===== config.mk =====
export PLATFORM = sky130hd
export DESIGN_NAME = dds_cfg_writer
export DESIGN_NICKNAME = d
export VERILOG_FILES = /design/src/rtl/dds_cfg_writer.sv
export SDC_FILE = /design/constraint.sdc
export NUM_CORES = 1
export LEC_CHECK = 0
export ABC_AREA = 1
export BUFFER_PORTS_ARGS = -buffer_cell sky130_fd_sc_hd__clkbuf_2
export CAP_MARGIN = 20
export CELL_PAD_IN_SITES_DETAIL_PLACEMENT = 0
export CELL_PAD_IN_SITES_GLOBAL_PLACEMENT = 1
export CORE_MARGIN = 2
export CORE_UTILIZATION = 43
export DETAILED_ROUTE_END_ITERATION = 10
export GPL_ROUTABILITY_DRIVEN = 0
export HOLD_SLACK_MARGIN = 0.1
export PLACE_DENSITY_LB_ADDON = 0.1
export SLEW_MARGIN = 20
export SYNTH_ARGS = -nofsm -noshare
export SYNTH_HDL_FRONTEND = slang
export SYNTH_SLANG_ARGS = --single-unit

===== constraint.sdc =====
create_clock -name sys_clk -period 1.7 [get_ports sys_clk]
set_input_delay 0.255 -clock sys_clk [delete_from_list [all_inputs] [get_ports sys_clk]]
set_output_delay 0.255 -clock sys_clk [all_outputs]
set_load 0.03 [all_outputs]

===== src/rtl/dds_cfg_writer.sv =====
// Frame parser that turns UART command frames into DDS register writes.
// Frame: HEADER, A, D3..D0, C with C = A ^ D3 ^ D2 ^ D1 ^ D0.
module dds_cfg_writer #(
    parameter logic [7:0] HEADER      = 8'h55,
    parameter int         TIMEOUT_CYC = 50000
) (
    input  logic        sys_clk,
    input  logic        sys_rst_n,
    input  logic        rx_vld,
    input  logic [7:0]  rx_data,
    output logic        vld,
    output logic [31:0] addr,
    output logic [31:0] data_out,
    output logic        frame_err,
    output logic        busy
);

    typedef enum logic [1:0] {
        IDLE,
        ADDR,
        DATA,
        CHK
    } state_t;

    localparam logic [15:0] TO_LIM = 16'(TIMEOUT_CYC);

    state_t      state;
    logic [7:0]  a_lat;
    logic [31:0] shreg;
    logic [7:0]  xsum;
    logic [1:0]  cnt;
    logic [15:0] idle_cnt;

    logic timeout;
    logic addr_ok;

    // A byte arriving on the limit cycle takes priority over the timeout.
    assign timeout = (state != IDLE) && !rx_vld && (idle_cnt == TO_LIM);
    assign addr_ok = (a_lat[7:4] == 4'h0) && (a_lat[1:0] == 2'b00);

    always_ff @(posedge sys_clk or negedge sys_rst_n) begin
        if (!sys_rst_n) begin
            state     <= IDLE;
            a_lat     <= '0;
            shreg     <= '0;
            xsum      <= '0;
            cnt       <= '0;
            idle_cnt  <= '0;
            vld       <= 1'b0;
            addr      <= '0;
            data_out  <= '0;
            frame_err <= 1'b0;
            busy      <= 1'b0;
        end else begin
            vld       <= 1'b0;
            frame_err <= 1'b0;

            if (state == IDLE || rx_vld || timeout)
                idle_cnt <= '0;
            else
                idle_cnt <= idle_cnt + 16'd1;

            if (timeout) begin
                state     <= IDLE;
                busy      <= 1'b0;
                frame_err <= 1'b1;
            end else begin
                unique case (state)
                    IDLE: begin
                        xsum <= '0;
                        if (rx_vld && rx_data == HEADER) begin
                            state <= ADDR;
                            busy  <= 1'b1;
                        end
                    end
                    ADDR: begin
                        if (rx_vld) begin
                            a_lat <= rx_data;
                            xsum  <= xsum ^ rx_data;
                            cnt   <= '0;
                            state <= DATA;
                        end
                    end
                    DATA: begin
                        if (rx_vld) begin
                            shreg <= {shreg[23:0], rx_data};
                            xsum  <= xsum ^ rx_data;
                            if (cnt == 2'd3)
                                state <= CHK;
                            else
                                cnt <= cnt + 2'd1;
                        end
                    end
                    CHK: begin
                        if (rx_vld) begin
                            state <= IDLE;
                            busy  <= 1'b0;
                            if (rx_data == xsum && addr_ok) begin
                                vld      <= 1'b1;
                                addr     <= {24'h0, a_lat};
                                data_out <= shreg;
                            end else begin
                                frame_err <= 1'b1;
                            end
                        end
                    end
                    default: state <= IDLE;
                endcase
            end
        end
    end

endmodule


=== After elaboration in Yosys (flattened, before gate mapping) ===
Index checks and enable logic that the tools add are counted.

* Flip-flop bits (word level): 111
* Bits in latches: 0
* Bits in writable memories: 0
* ROM bits: 0
* Input bits: 11
* Output and inout bits: 67
* Word-level logic and storage cells: 79
* Memories: 0

* Add/sub/neg operators: 2
* $mul: 0
* Div/mod/pow operators: 0
* Order comparisons: 0
* Equality and inequality tests: 16
* Shifts and indexed selects: 0
* Muxes and demuxes: 25
* Bitwise operators: 2
* Reduce and logical (&&, ||, !) cells: 23

{| class="wikitable"
|+ Operators by type and width
! operator !! count
|-
| 16-bit by 1-bit adder with 16-bit output (second input constant) || 1
|-
| 16-bit == test (second input constant) || 1
|-
| 16-bit two-way mux || 1
|-
| 2-bit two-way mux || 8
|-
| 8-bit case mux with 2 select lines || 1
|-
| 3-bit != test (second input constant) || 4
|-
| 3-bit AND reduction || 4
|-
| 1-bit two-way mux || 11
|-
| 5-bit AND reduction || 2
|-
| 8-bit by 7-bit == test with 1-bit output (second input constant) || 1
|-
| 8-bit == test || 1
|-
| 8-bit two-way mux || 1
|-
| 2-bit case mux with 4 select lines || 1
|-
| 8-bit XOR || 1
|-
| 2-bit == test (second input constant) || 3
|-
| 2-bit != test (second input constant) || 3
|-
| 2-bit nonzero test || 3
|-
| 1-bit logical AND || 5
|-
| 2-bit zero test || 2
|-
| 4-bit zero test || 1
|-
| 2-bit case mux with 2 select lines || 1
|-
| 4-bit AND reduction || 1
|-
| 3-bit by 2-bit != test with 1-bit output (second input constant) || 1
|-
| 3-bit nonzero test || 1
|-
| other kinds (8) || 9
|}

=== Logic depth before layout (Yosys ltp) ===
* Depth in word-level cells: 7
* Mapped depth: 10
* Mapped depth without buffers: 10

=== Worst setup path after synthesis ===
Ideal clock, no wire load.

* Kind: register to register
* Start: register state[0]
* End: register state[0]
* Library setup time: 0.123 ns
* Data arrival time: 1.321 ns
* Data required time: 1.577 ns
* Slack: 0.256 ns
* Cell stages (with the launch flop): 9
* Path buffers: 0
* Period minus slack after synthesis: 1.444 ns
* Cell sequence: dfrtp_1 -> inv_1 -> ha_1 -> nor2_1 -> nand3_2 -> nand3_1 -> nand2_1 -> o21ai_0 -> nand2_1

* Word-level cells in the longest chain between the ends: 5
* Elaborated cells between the ends (all ways): 15
* Classes of those cells: eq/ne: 8; mux: 2; reduce/logical: 5

{| class="wikitable"
|+ RTL lines
! element !! RTL line !! text
|-
| from (decl) || 27 || <nowiki>state_t state;</nowiki>
|-
| from (signal assigned) || 43 || <nowiki>state <= IDLE;</nowiki>
|-
| from (signal assigned) || 64 || <nowiki>state <= IDLE;</nowiki>
|-
| from (signal assigned) || 72 || <nowiki>state <= ADDR;</nowiki>
|-
| 2-bit nonzero test || 38 || <nowiki>assign timeout = (state != IDLE) && !rx_vld && (idle_cnt == TO_LIM);</nowiki>
|-
| 1-bit logical AND (2 in a row) || 38 ||
|-
| 3-bit != test (no source line) or 3-bit by 2-bit != test with 1-bit output (tied branches) || n/a ||
|-
| 5-bit AND reduction (no source line) || n/a ||
|}

Several ways; a longest one is shown, not always the timed one.
A chain may end at the register's enable or synchronous reset.

=== Worst setup path in the final report ===
* Start: register state[1]
* End: register state[0]

Same word-level chain as after synthesis.

==> results by group <==
Run status
  • Status: complete, no violations

Floorplanning
  • Die ar.: 12200 sq um
  • Die Ht: 111 um
  • Core area: 11000 sq um
  • Initial Util: 0.446
  • Rows: 38
  • Overall die width: 111 um
  • IO Pins: 78

Global route
  • Routing usage on met3: 0.0448
  • Initial antenna violation count: 0
  • Global route hottest layer: met2
  • Met1 Resource Use GR: 0.226
  • First-pass GRT wire length: 16500 um
  • Largest net degree at the start of global routing: 65
  • Vias in the first global route: 3331
  • Grt ovf: 0
  • Met2 usage: 0.265
  • Total GRT Usage: 0.165

Pwr
  • Leak: 2.90 nW
  • Max IR drop VDD: 0.000649 V
  • Fraction of power consumed by the clock network: 0.267
  • Sw Ratio: 0.335
  • Net Sw Power: 2.47 mW
  • Int Pwr: 4.90 mW
  • Reg power frac: 0.478
  • Comb power frac: 0.255
  • Pwr Density: 1320 nW/um^2

Clocking
  • Max clock buf depth: 2
  • CTS tree: done
  • Worst-skew pair later-pin latency: 0.35 ns
  • Num Clock Sinks: 111
  • Reg clk slew, reported paths: 0.07 ns
  • CTS buffer count: 9
  • Root Buffer: clkbuf_16
  • CTS HTree Levels: 3

Worst setup path
  • Critical path capture point: state[0]$_DFFE_PN0P_
  • CP required: 1.93 ns
  • CP Capture Type: register
  • CP startpoint: state[1]$_DFFE_PN0P_
  • Critical R2R Capture: state[0]$_DFFE_PN0P_
  • Internal reg-to-reg setup slack: 0.12 ns
  • Worst R2R Path Depth: 8
  • Worst EP arrival: 1.80 ns
  • R2r startpoint: state[1]$_DFFE_PN0P_
  • Crit start category: register
  • Crit path kind: register to register
  • Worst-path fanout max: 7

Placed design
  • Detail Placement HPWL: 6760 um
  • Port Buf Inserts: 53
  • Cell Area, Placed: 5260 sq um
  • Post-placement cell count: 730

Hold path
  • Hold wc startpoint: rx_data[6]
  • Hold Path Class: primary input to register
  • WHS Path Cells: 3

Route
  • Vias/cell: 4.62
  • Iter 0 DRT Violations: 235
  • Remaining DRCs: 0
  • Routed len/inst: 12.7 um
  • Final WL: 9540 um
  • 1st-pass router iterations: 4
  • Post-DRT Antenna Nets: 0
  • Vias: 3458

Layout
  • Final core utilization: 0.509
  • Number of antenna diodes: 0
  • Flip-flop and latch area: 2780 sq um
  • Fill cells: 1057
  • Layout cells sized above 1: 0.156
  • Layout Nets: 623
  • Syn-to-layout area delta: 14.2%
  • Fin area: 5590 sq um
  • Multi-input logic area: 1670 sq um
  • Final non-filler cell total: 749

STA
  • RSZ-0062 raised after global routing: yes
  • Worst Skew: 0.00650 ns
  • Final setup fails: 0
  • Max Fclk: 634 MHz
  • Slew Viols, Final: 0
  • Tcrit/Tclk final: 0.928
  • Hold WS: 0.214 ns
  • Hold violation count in the final report: 0
  • Crit path time final: 1.58 ns
  • Setup TNS: 0 ns

Synth
  • Mapped cell area: 4890 sq um
  • Distinct cells, synth: 33
  • Sequential fraction of the synthesis area: 0.568
  • Yosys reg bits: 111
  • Yosys warns: 0
  • Mapped Cells: 546
  • Syn avg cell area: 8.96 sq um

Flow run
  • Max-Cap Viols: 0
-- synth_stat cells --
cell type | n | area, sq um
a211oi_1 | 1 | 7.51
a21boi_0 | 1 | 7.51
a21oi_1 | 4 | 20.0
a22oi_1 | 1 | 7.51
a31oi_1 | 2 | 12.5
a41oi_1 | 1 | 8.76
buf_1 | 2 | 7.51
buf_2 | 5 | 25.0
buf_4 | 24 | 180
buf_6 | 4 | 45.0
clkbuf_1 | 7 | 26.3
conb_1 | 1 | 3.75
dfrtp_1 | 111 | 2780
ha_1 | 8 | 100
inv_1 | 72 | 270
inv_2 | 1 | 3.75
nand2_1 | 136 | 510
nand3_1 | 17 | 85.1
nand3_2 | 2 | 20.0
nand3b_1 | 1 | 7.51
nand4_1 | 5 | 31.3
nor2_1 | 37 | 139
nor2_2 | 1 | 6.26
nor2_4 | 1 | 11.3
nor3_1 | 4 | 20.0
nor3_2 | 1 | 10.0
nor3b_1 | 2 | 15.0
o21ai_0 | 66 | 330
o21ai_1 | 7 | 35.0
o21ai_2 | 4 | 35.0
o22ai_1 | 6 | 37.5
xnor2_1 | 7 | 61.3
xor2_1 | 4 | 35.0
-- per-stage QoR --
stage / power [mW] / worst slack, ns
final: 7.37 / 0.122
after global routing: 7.95 / -0.0142
after CTS: 7.41 / 0.0452
after detailed placement: 5.42 / 0.0623
after global placement: 5.36 / 0.120
after floorplan: 4.85 / 0.256
-- worst min path at each step --
stage / slack (ns) / end
floorplan: -0.04 / a_lat[0]$_DFFE_PN0P_
global placement: 0.23 / data_out[13]$_DFFE_PN0P_
detailed placement: 0.24 / data_out[13]$_DFFE_PN0P_
CTS: 0.20 / a_lat[2]$_DFFE_PN0P_
global route: 0.24 / shreg[2]$_DFFE_PN0P_
finish: 0.21 / shreg[6]$_DFFE_PN0P_
-- per-layer routing --
metal | vias up | share of wire
met5 | - | 0
met4 | 0 | 0.011
met3 | 7 | 0.039
met2 | 64 | 0.47
met1 | 1596 | 0.48
li1 | 1791 | -
-- power by group through the flow --
stage	clock, mW	sequential [mW]	combinational [mW]
2_1_floorplan	0	3.52	1.33
3_5_place_dp	0	3.57	1.84
4_1_cts	2.04	3.52	1.85
6_report	1.97	3.52	1.88
5_1_grt	2.14	3.60	2.21
3_3_place_gp	0	3.56	1.81
-- critical path, stage by stage (launching register included) --
cell     delay [ns]
dfrtp_1        0.39
inv_1          0.09
ha_1           0.24
nor2_2         0.13
nand3_2        0.14
nand3_1        0.12
nand2_1        0.08
o21ai_0        0.18
nand2_1        0.08
-- state kept, by name (all words and copies together) (netlist names) --
signal,count
frame_err,1
cnt,2
addr,8
vld,1
shreg,32
a_lat,8
busy,1
state,2
data_out,32
idle_cnt,16
xsum,8
-- cell families (layout without fill, tap and decap cells) --
| group | after synthesis | count (layout) | share of synthesized area |
|---|---|---|---|
| buffers and inverters | 115 | 155 | 0.114 |
| adder cells (fa/ha/maj) | 8 | 8 | 0.0205 |
| XOR/XNOR | 11 | 11 | 0.0197 |
| AND/OR/NAND/NOR | 207 | 207 | 0.175 |
| other | 1 | 24 | 0.000766 |
| flip-flops | 111 | 111 | 0.568 |
| AO/OA/AOI/OAI | 93 | 93 | 0.103 |
-- repair_timing --
| action | CTS | global route |
|---|---|---|
| endpoints found under the setup margin | 0 | 24 |
| gates resized for setup | 0 | 6 |
| setup buffers | 0 | 2 |
| hold endpoints to repair | 29 | 0 |
| hold buffers | 1 | 0 |
-- cell type report --
type,instances,share of cell area
flip-flops and latches,111,0.497
inverters,73,0.0490
repair buffers,66,0.0748
clock inverters,6,0.00739
well taps,140,0.0314
multi-input cells,343,0.299
clock buffers,10,0.0410
-- cell usage in the layout, fill, tap and decap left out, types with 2 or more instances in the layout --
cell type	count
clkbuf_16	9
clkbuf_2	52
inv_1	72
nor2_1	36
nand2_1	135
buf_12	4
o21ai_1	8
o22ai_1	6
nor3_1	4
xor2_1	4
nor3b_1	2
a31oi_1	2
inv_6	3
nand4_1	5
nor2_2	2
conb_1	24
ha_1	8
xnor2_2	3
a21oi_1	4
xnor2_1	4
nand3_1	17
o21ai_0	65
nand3_2	2
clkinv_2	3
dfrtp_1	111
o21ai_2	4
buf_4	9
(Power assumes the default switching activity.)
